[src/rtl/alu_pkg.sv]
// Shared opcode, flag-index and FSM-state definitions for the sequential ALU.
package alu_pkg;

    localparam logic [3:0] OP_ADD  = 4'h0;
    localparam logic [3:0] OP_SUB  = 4'h1;
    localparam logic [3:0] OP_MUL  = 4'h2;
    localparam logic [3:0] OP_DIV  = 4'h3;
    localparam logic [3:0] OP_SHL  = 4'h4;
    localparam logic [3:0] OP_SHR  = 4'h5;
    localparam logic [3:0] OP_AND  = 4'h6;
    localparam logic [3:0] OP_OR   = 4'h7;
    localparam logic [3:0] OP_XOR  = 4'h8;
    localparam logic [3:0] OP_XNOR = 4'h9;
    localparam logic [3:0] OP_NAND = 4'hA;
    localparam logic [3:0] OP_NOR  = 4'hB;

    localparam int FLG_ZERO   = 0;
    localparam int FLG_CARRY  = 1;
    localparam int FLG_MOVF   = 2;
    localparam int FLG_BORROW = 3;
    localparam int FLG_INV    = 4;

    typedef enum logic [1:0] {
        S_IDLE = 2'd0,
        S_DIV  = 2'd1,
        S_OUT  = 2'd2
    } state_t;

endpackage

[src/rtl/alu_div_seq.sv]
// Restoring unsigned divider: one quotient bit per cycle, WIDTH iterations after start.
module alu_div_seq #(
    parameter int WIDTH = 8
) (
    input  logic             clk,
    input  logic             rst_n,
    input  logic             start,
    input  logic [WIDTH-1:0] dividend,
    input  logic [WIDTH-1:0] divisor,
    output logic             done,
    output logic [WIDTH-1:0] quotient
);

    localparam int CW = $clog2(WIDTH + 1);

    logic             run;
    logic [CW-1:0]    cnt;
    logic [WIDTH-1:0] rem_p0;
    logic [WIDTH-1:0] quo_p0;
    logic [WIDTH-1:0] dvs_p0;
    logic [WIDTH:0]   shifted;
    logic             take;
    logic [WIDTH-1:0] rem_nx;
    logic [WIDTH-1:0] quo_nx;

    always_comb begin
        shifted  = {rem_p0, quo_p0[WIDTH-1]};
        take     = (shifted >= {1'b0, dvs_p0});
        rem_nx   = WIDTH'(take ? (shifted - {1'b0, dvs_p0}) : shifted);
        quo_nx   = {quo_p0[WIDTH-2:0], take};
        // Final quotient is presented combinationally on the last iteration.
        done     = run && (cnt == CW'(1));
        quotient = quo_nx;
    end

    always_ff @(posedge clk or negedge rst_n) begin
        if (!rst_n) begin
            run <= 1'b0;
            cnt <= '0;
        end else if (start) begin
            run <= 1'b1;
            cnt <= CW'(WIDTH);
        end else if (run) begin
            cnt <= cnt - CW'(1);
            if (cnt == CW'(1))
                run <= 1'b0;
        end
    end

    always_ff @(posedge clk) begin
        if (start) begin
            rem_p0 <= '0;
            quo_p0 <= dividend;
            dvs_p0 <= divisor;
        end else if (run) begin
            rem_p0 <= rem_nx;
            quo_p0 <= quo_nx;
        end
    end

endmodule

[src/rtl/alu_seq_core.sv]
// Handshaked ALU with registered result/flags and iterative divide.
// Build option: define ALU_SAT_EN for saturating ADD/SUB/MUL.
module alu_seq_core
    import alu_pkg::*;
#(
    parameter int WIDTH = 8
) (
    input  logic             clk,
    input  logic             rst_n,
    input  logic             in_valid,
    output logic             in_ready,
    input  logic [WIDTH-1:0] op_a,
    input  logic [WIDTH-1:0] op_b,
    input  logic [3:0]       sel,
    output logic             out_valid,
    input  logic             out_ready,
    output logic [WIDTH-1:0] result,
    output logic [4:0]       flags,
    output logic             busy
);

`ifdef ALU_SAT_EN
    localparam bit SAT_EN = 1'b1;
`else
    localparam bit SAT_EN = 1'b0;
`endif

    function automatic logic [WIDTH-1:0] sat_hi(input logic [WIDTH-1:0] v, input logic ovf);
        return (SAT_EN && ovf) ? '1 : v;
    endfunction

    function automatic logic [WIDTH-1:0] sat_lo(input logic [WIDTH-1:0] v, input logic ovf);
        return (SAT_EN && ovf) ? '0 : v;
    endfunction

    state_t state, state_nx;
    logic               accept;
    logic               div_go;
    logic               div_done;
    logic [WIDTH-1:0]   div_q;
    logic [WIDTH-1:0]   res_p0;
    logic [4:0]         flg_p0;
    logic [WIDTH:0]     sum;
    logic [WIDTH:0]     dif;
    logic [2*WIDTH-1:0] prod;
    logic [2*WIDTH-1:0] shl_full;
    logic [2*WIDTH-1:0] shr_full;
    logic               sh_big;

    assign out_valid = (state == S_OUT);
    assign busy      = (state == S_DIV);
    assign in_ready  = (state != S_DIV) && (!out_valid || out_ready);
    assign accept    = in_valid && in_ready;
    assign div_go    = accept && (sel == OP_DIV) && (op_b != '0);

    alu_div_seq #(.WIDTH(WIDTH)) u_div (
        .clk      (clk),
        .rst_n    (rst_n),
        .start    (div_go),
        .dividend (op_a),
        .divisor  (op_b),
        .done     (div_done),
        .quotient (div_q)
    );

    // Stage p0: single-cycle operation and flag evaluation
    always_comb begin
        sum      = {1'b0, op_a} + {1'b0, op_b};
        dif      = {1'b0, op_a} - {1'b0, op_b};
        prod     = {{WIDTH{1'b0}}, op_a} * {{WIDTH{1'b0}}, op_b};
        shl_full = {{WIDTH{1'b0}}, op_a} << op_b;
        shr_full = {op_a, {WIDTH{1'b0}}} >> op_b;
        sh_big   = ({1'b0, op_b} >= (WIDTH+1)'(WIDTH));
        res_p0   = '0;
        flg_p0   = '0;
        case (sel)
            OP_ADD: begin
                flg_p0[FLG_CARRY] = sum[WIDTH];
                res_p0 = sat_hi(sum[WIDTH-1:0], sum[WIDTH]);
            end
            OP_SUB: begin
                flg_p0[FLG_BORROW] = dif[WIDTH];
                res_p0 = sat_lo(dif[WIDTH-1:0], dif[WIDTH]);
            end
            OP_MUL: begin
                flg_p0[FLG_MOVF] = (prod[2*WIDTH-1:WIDTH] != '0);
                res_p0 = sat_hi(prod[WIDTH-1:0], flg_p0[FLG_MOVF]);
            end
            OP_DIV: begin
                res_p0 = '1;
                flg_p0[FLG_INV] = (op_b == '0);
            end
            OP_SHL: begin
                res_p0 = sh_big ? '0 : shl_full[WIDTH-1:0];
                flg_p0[FLG_CARRY] = sh_big ? (op_a != '0) : (shl_full[2*WIDTH-1:WIDTH] != '0);
            end
            OP_SHR: begin
                res_p0 = sh_big ? '0 : shr_full[2*WIDTH-1:WIDTH];
                flg_p0[FLG_BORROW] = sh_big ? (op_a != '0) : (shr_full[WIDTH-1:0] != '0);
            end
            OP_AND:  res_p0 = op_a & op_b;
            OP_OR:   res_p0 = op_a | op_b;
            OP_XOR:  res_p0 = op_a ^ op_b;
            OP_XNOR: res_p0 = ~(op_a ^ op_b);
            OP_NAND: res_p0 = ~(op_a & op_b);
            OP_NOR:  res_p0 = ~(op_a | op_b);
            default: flg_p0[FLG_INV] = 1'b1;
        endcase
        if (sel <= OP_NOR)
            flg_p0[FLG_ZERO] = (res_p0 == '0);
    end

    always_comb begin
        state_nx = state;
        case (state)
            S_IDLE, S_OUT: begin
                if (accept)
                    state_nx = div_go ? S_DIV : S_OUT;
                else if ((state == S_OUT) && out_ready)
                    state_nx = S_IDLE;
            end
            S_DIV:   if (div_done) state_nx = S_OUT;
            default: state_nx = S_IDLE;
        endcase
    end

    // Stage p1: output register, held while downstream stalls
    always_ff @(posedge clk or negedge rst_n) begin
        if (!rst_n) begin
            state  <= S_IDLE;
            result <= '0;
            flags  <= '0;
        end else begin
            state <= state_nx;
            if (accept && !div_go) begin
                result <= res_p0;
                flags  <= flg_p0;
            end else if (div_done) begin
                result <= div_q;
                flags  <= {4'b0000, (div_q == '0)};
            end
        end
    end

endmodule

[config.mk]
export PLATFORM = sky130hd
export DESIGN_NAME = alu_seq_core
export DESIGN_NICKNAME = d
export VERILOG_FILES = /design/src/rtl/alu_pkg.sv /design/src/rtl/alu_div_seq.sv /design/src/rtl/alu_seq_core.sv
export SDC_FILE = /design/constraint.sdc
export NUM_CORES = 1
export LEC_CHECK = 0
export CAP_MARGIN = 40
export CORE_MARGIN = 2
export CORE_UTILIZATION = 39
export CTS_CLUSTER_DIAMETER = 100
export DETAILED_ROUTE_END_ITERATION = 8
export GPL_TIMING_DRIVEN = 1
export PLACE_DENSITY = 0.61
export SLEW_MARGIN = 10
export SYNTH_ARGS = -nofsm -noshare
export SYNTH_HDL_FRONTEND = slang
export SYNTH_SLANG_ARGS = --single-unit
[constraint.sdc]
create_clock -name clk -period 3.05 [get_ports clk]
set_input_delay 0.7625 -clock clk [delete_from_list [all_inputs] [get_ports clk]]
set_output_delay 0.7625 -clock clk [all_outputs]
set_load 0.05 [all_outputs]
== Yosys cells after proc, flatten, opt, wreduce, memory -nomap -nowiden ==
Index checks and enable logic that the tools add are counted.

* Register bits: 44
* Bits of input ports: 24
* Output and inout bits: 16
* Word-level logic and storage cells: 93

* $add $sub $neg: 4
* Multipliers: 1
* Magnitude comparators: 3
* Equality and inequality tests: 17
* Shift-type cells: 2
* Mux-type cells: 27
* Bitwise gates (word level): 6
* Reductions and logical operators: 25

{| class="wikitable"
|+ Operators by type and width
! cell !! number
|-
| $pmux W8 S12 || 1
|-
| $mux W8 || 7
|-
| $reduce_bool A8 Y1 || 5
|-
| $logic_not A8 Y1 || 3
|-
| $not A8 Y8 || 3
|-
| $eq A4 B3 Y1 const B || 4
|-
| $eq A4 B4 Y1 const B || 4
|-
| $mul A8 B8 Y16 || 1
|-
| $shl A8 B8 Y16 || 1
|-
| $shr A16 B8 Y16 || 1
|-
| $reduce_or A11 Y1 || 1
|-
| $mux W5 || 2
|-
| $add A8 B8 Y9 || 1
|-
| $ge A9 B8 Y1 || 1
|-
| $sub A8 B8 Y9 || 1
|-
| $and A8 B8 Y8 || 1
|-
| $eq A4 B1 Y1 const B || 2
|-
| $eq A4 B2 Y1 const B || 2
|-
| $ge A8 B4 Y1 const B || 1
|-
| $mux W2 || 4
|-
| $mux W4 || 2
|-
| $or A8 B8 Y8 || 1
|-
| $sub A8 B8 Y8 || 1
|-
| $xor A8 B8 Y8 || 1
|-
| 17 further kinds || 34
|}

== Longest topological paths before layout ==
* Depth in word-level cells: 10
* Depth in mapped cells: 20
* Depth with buffers taken out: 18

== Cells and area by module ==
A second synthesis with hierarchy kept.

* Cells, all modules: 818
* Area, all modules: 6727.7 um2

{| class="wikitable"
|+ By module, submodules not included
! module !! instances !! cells each !! area an instance (um2) !! seq. area each (um2)
|-
| alu_seq_core || 1 || 667 || 5071.1 || 375.4
|-
| alu_div_seq || 1 || 151 || 1656.6 || 765.7
|}

== Worst setup path after synthesis ==
No wires, ideal clock.

* Kind: input port to flip-flop
* Start point: input port op_b[2]
* End point: register flags[2]
* Library setup time: 0.142 ns
* Arrival time: 4.962 ns
* Path slack: -2.054 ns
* Cell stages on the path: 19
* Path buffers: 2
* Path through: buf_2 inv_1 clkbuf_1 nor2_1 fa_1 inv_1 fa_1 inv_1 fa_1 inv_1 fa_1 inv_1 ha_1 or2_0 o21bai_1 a211oi_1 o21ai_0 a2111oi_2 a41oi_1

* Word-level cells in the longest chain between the ends: 5

{| class="wikitable"
|+ RTL lines
! element !! RTL line !! RTL
|-
| start: declaration || alu_seq_core.sv:13 || <nowiki>input logic [WIDTH-1:0] op_b,</nowiki>
|-
| parallel branches: the longest is 5 deep, another holds $mul A8 B8 Y16 || -- ||
|-
| end signal: assignment || alu_seq_core.sv:137 || <nowiki>flags <= flg_p0;</nowiki>
|-
| end signal: assignment || alu_seq_core.sv:140 || <nowiki>flags <= {4'b0000, (div_q == '0)};</nowiki>
|-
| end: declaration || alu_seq_core.sv:18 || <nowiki>output logic [4:0] flags,</nowiki>
|}

Several ways; the timed one is not identified.
A chain may end at the register's enable or synchronous reset.

== Worst setup path in the final report ==
* Start point: input port op_a[6]
* End point: register flags[2]

* Word-level cells in the longest chain between the ends: 4

{| class="wikitable"
|+ RTL lines
! element !! RTL line !! RTL
|-
| start: declaration || alu_seq_core.sv:12 || <nowiki>input logic [WIDTH-1:0] op_a,</nowiki>
|-
| $mul A8 B8 Y16 || alu_seq_core.sv:70 || <nowiki>prod = {{WIDTH{1'b0}}, op_a} * {{WIDTH{1'b0}}, op_b};</nowiki>
|-
| $reduce_bool A8 Y1 || alu_seq_core.sv:86 || <nowiki>flg_p0[FLG_MOVF] = (prod[2*WIDTH-1:WIDTH] != '0);</nowiki>
|-
| $mux W1 || alu_seq_core.sv:76 || <nowiki>case (sel)</nowiki>
|-
| $mux W5 || alu_seq_core.sv:135 || <nowiki>if (accept && !div_go) begin</nowiki>
|}

No other way between the ends.

==> metrics <==
Finished Cell Area=9298 um^2; H-tree levels=2; GP Congestion=1.023; final core area utilization=56.47%; RSZ-0062 raised after global routing=true; Post-synth EDFFs=16; antenna violations before repair=0; setup_tns=-7.683 ns; critical path class=in -> reg; first-pass GRT wire length=38090 um; Worst Tran Pin Value=0.6941 ns; leading area contributor after synthesis=ha_1; clk_skew=0.01246 ns; Syn Area/Cell=8.151 um^2; post-DP HPWL=19080 um; post-synthesis sequential area ratio=17.43%; crit path cell chain=clkdlybuf4s15_2 -> inv_1 -> nor2_2 -> fa_1 -> inv_1 -> fa_2 -> fa_1 -> fa_1 -> inv_1 -> ha_2 -> o21a_1 -> a211oi_2 -> buf_4 -> a2111o_1 -> a2111oi_2 -> a41oi_1; final worst slack=-1.618 ns; R2R Setup Slk=0.70 ns; top-count cell post-synth=inv_1; Worst path max stage delay=0.63 ns; maximum clock path buffer count=2; Hold Path Depth=2; Residual DRC=0; CTS tree=built; area of placed instances=8442 um^2; Worst Path Required=3.21 ns; Layout area overhead=42.06%; #FFs+latches synth=44; pin count of the biggest net entering global routing=25; Overall Power=0.005230 W; FILL cells=1524; prevailing post-synth register cell=dfrtp_1; overall routing resource usage=around 28%; Leakage Power=4.314 nW; Distinct cells, synth=85; TritonCTS Buffers=5; fraction of layout cells with a size suffix above 1=33.67%; hold path start=u_div.rem_p0[5]; ranking of synthesized cells by area=ha_1 13%, fa_1 12%, dfrtp_1 7.6%; vias in the first global route=6761; min cycle time layout=4.668 ns; Tightest Hold Check Type=reg -> reg; Clock transition at path regs=0.07 ns; Reg2Reg Capture Point=u_div.rem_p0[4]; DIE HEIGHT=133.5 um; Peak Freq=around 0.21 GHz; num rows=47; final setup violation count=7; Slowest-stage cell, CP=fa_2; hold endpoint=u_div.rem_p0[6]; total number of vias=6897; outcome=finished with violations; Core Region=16470 um^2; nets@finish=1136; Synth Instances=803; Mapped Nets=936; DRT Pass-1 Iters=6; ANT nets after route=0; die area=17830 um^2; Hold Violations, Final=0; effective utilization at floorplan=39.75%; vias per inst=5.635; DR iter-0 viols=731; critical path arrival=approximately 4.8 ns; max-cap violation count=0; Reg-to-Reg Start=u_div.dvs_p0[1]; CTS Root Cell=clkbuf_16; PortBufs=39; grt ovf=0; Startpoint Class=input pin; YS warnings=0; period utilisation layout=153.0%; Slew Viols, Final=0; Die W=133.5 um; power per cell area=562.5 nW/um^2; worst relative slew slack=approximately 54%; ANT cells=0; clk sinks=44; drt total wl=24410 um; commonest cells in the netlist=100 x inv_1, 87 x nand2_1, 70 x ha_1, 59 x nor2_1, 39 x fa_1; top cell type's share of synthesized area=13.38%; post-DR wirelength/cell=19.94 um; Mapped Area=6545 um^2; later-pin clock latency in the skew report=between 0.2 and 0.3 ns; worst vdd ir=0.5713 mV; CP Max Fanout=4; Worst Reg-to-Reg Cells=9; violated checks=setup timing; IO Pins=40; CP Capture Type=flop; Post-Place Setup Slack=-2.325 ns; hold buffer count at CTS=0; async set-reset flop share out of synthesis=45.45%
## sequential cells by signal (all words and copies together) (netlist names)
name and flops:
result 8, u_div.rem_p0 8, u_div.dvs_p0 8, u_div.cnt 4, u_div.run 1, flags 5
state 2, u_div.quo_p0 8
## worst max-delay path, delay by kind of cell
kind | cells | cell delay [ns]
and+or+nand+nor | 1 | 0.05
adders and majority gates | 5 | 2.36
AOI/OAI and AO/OA | 5 | 1.06
buffers and inverters | 5 | 0.59
## power breakdown
| group | leakage (nW) | switching (W) | internal (W) |
|---|---|---|---|
| Sequential | 0.461 | 0.000176 | 0.000838 |
| Clock | 0.0829 | 0.000251 | 0.000358 |
| Combinational | 3.77 | 0.00189 | 0.00171 |
| Total | 4.31 | 0.00232 | 0.00291 |
## worst max-delay path by stage
stage / start / end / slack, ns / depth (start not counted)
3_3_place_gp: op_a[3] / flags[2] / -2.25 / 17
6_report: op_a[6] / flags[2] / -1.62 / 16
3_5_place_dp: op_a[3] / flags[2] / -2.33 / 17
4_1_cts: op_a[4] / flags[2] / -1.55 / 19
5_1_grt: op_a[5] / flags[2] / -1.78 / 17
2_1_floorplan: op_b[2] / flags[2] / -1.56 / 19
## timing repair
action | 4_1_cts | 5_1_grt
resized for setup | 158 | 35
setup buffers | 26 | 5
pin swaps | 50 | 33
cloned | 0 | 1
setup endpoints to repair | 12 | 10
## placed cells by master, fill, tap and decap left out, drive strengths merged, types with 5 or more instances in the layout
| master | instances |
|---|---|
| buf | 210 |
| inv | 105 |
| nand2 | 88 |
| ha | 70 |
| nor2 | 59 |
| o21ai | 46 |
| a21oi | 39 |
| fa | 39 |
| clkdlybuf4s50 | 22 |
| dfrtp | 20 |
| nand3 | 19 |
| edfxtp | 16 |
| mux2i | 15 |
| o22ai | 12 |
| nor2b | 11 |
| nand4 | 11 |
| and3 | 11 |
| nor3 | 11 |
| xnor2 | 10 |
| nand2b | 9 |
| nand3b | 9 |
| a31oi | 9 |
| a211oi | 9 |
| o211ai | 8 |
| dfxtp | 8 |
| and2 | 8 |
| mux4 | 7 |
| clkbuf | 7 |
| o41ai | 7 |
| a21o | 6 |
| nor4 | 6 |
| xor2 | 6 |
| or2 | 6 |
| clkdlybuf4s15 | 6 |
| o21a | 5 |
| a211o | 5 |
| nor4b | 5 |
## through the flow
stage | hold slack (ns) | instances
global route | 0.5281 | 1224
CTS | 0.4984 | 1222
floorplan | 0.4632 | 803
finish | 0.4972 | 1224
global placement | 0.4928 | 1192
detailed placement | 0.4922 | 1192
## layout make-up
class                      instances  area (um^2)  area share [%]
sequential                        44         1141           12.27
clock buffer                       6        150.1           1.615
inverter                         105        424.2           4.562
clock inverter                     2        15.01          0.1615
tap                              220        275.3           2.961
timing repair buffer             239         2068           22.24
multi-input combinational        608         5224           56.18
## kinds of logic (layout without fill, tap and decap cells)
logic type / after synthesis / after routing / synth area share (%)
xor gates and xnor gates: 16 / 16 / 2.141
adders and majority gates: 109 / 109 / 25.31
muxes: 26 / 26 / 5.391
AOI/OAI and AO/OA: 191 / 191 / 19.94
buffers and inverters: 151 / 352 / 9.405
and+or+nand+nor: 266 / 266 / 20.38
DFF: 44 / 44 / 17.43
## routing by layer
metal	global-route usage (%)	part of all wire, %
met4	10.17	4.4
met5	0	0
met1	38.41	43
met3	3.957	8.2
met2	44.73	45
(Power assumes the default switching activity.)
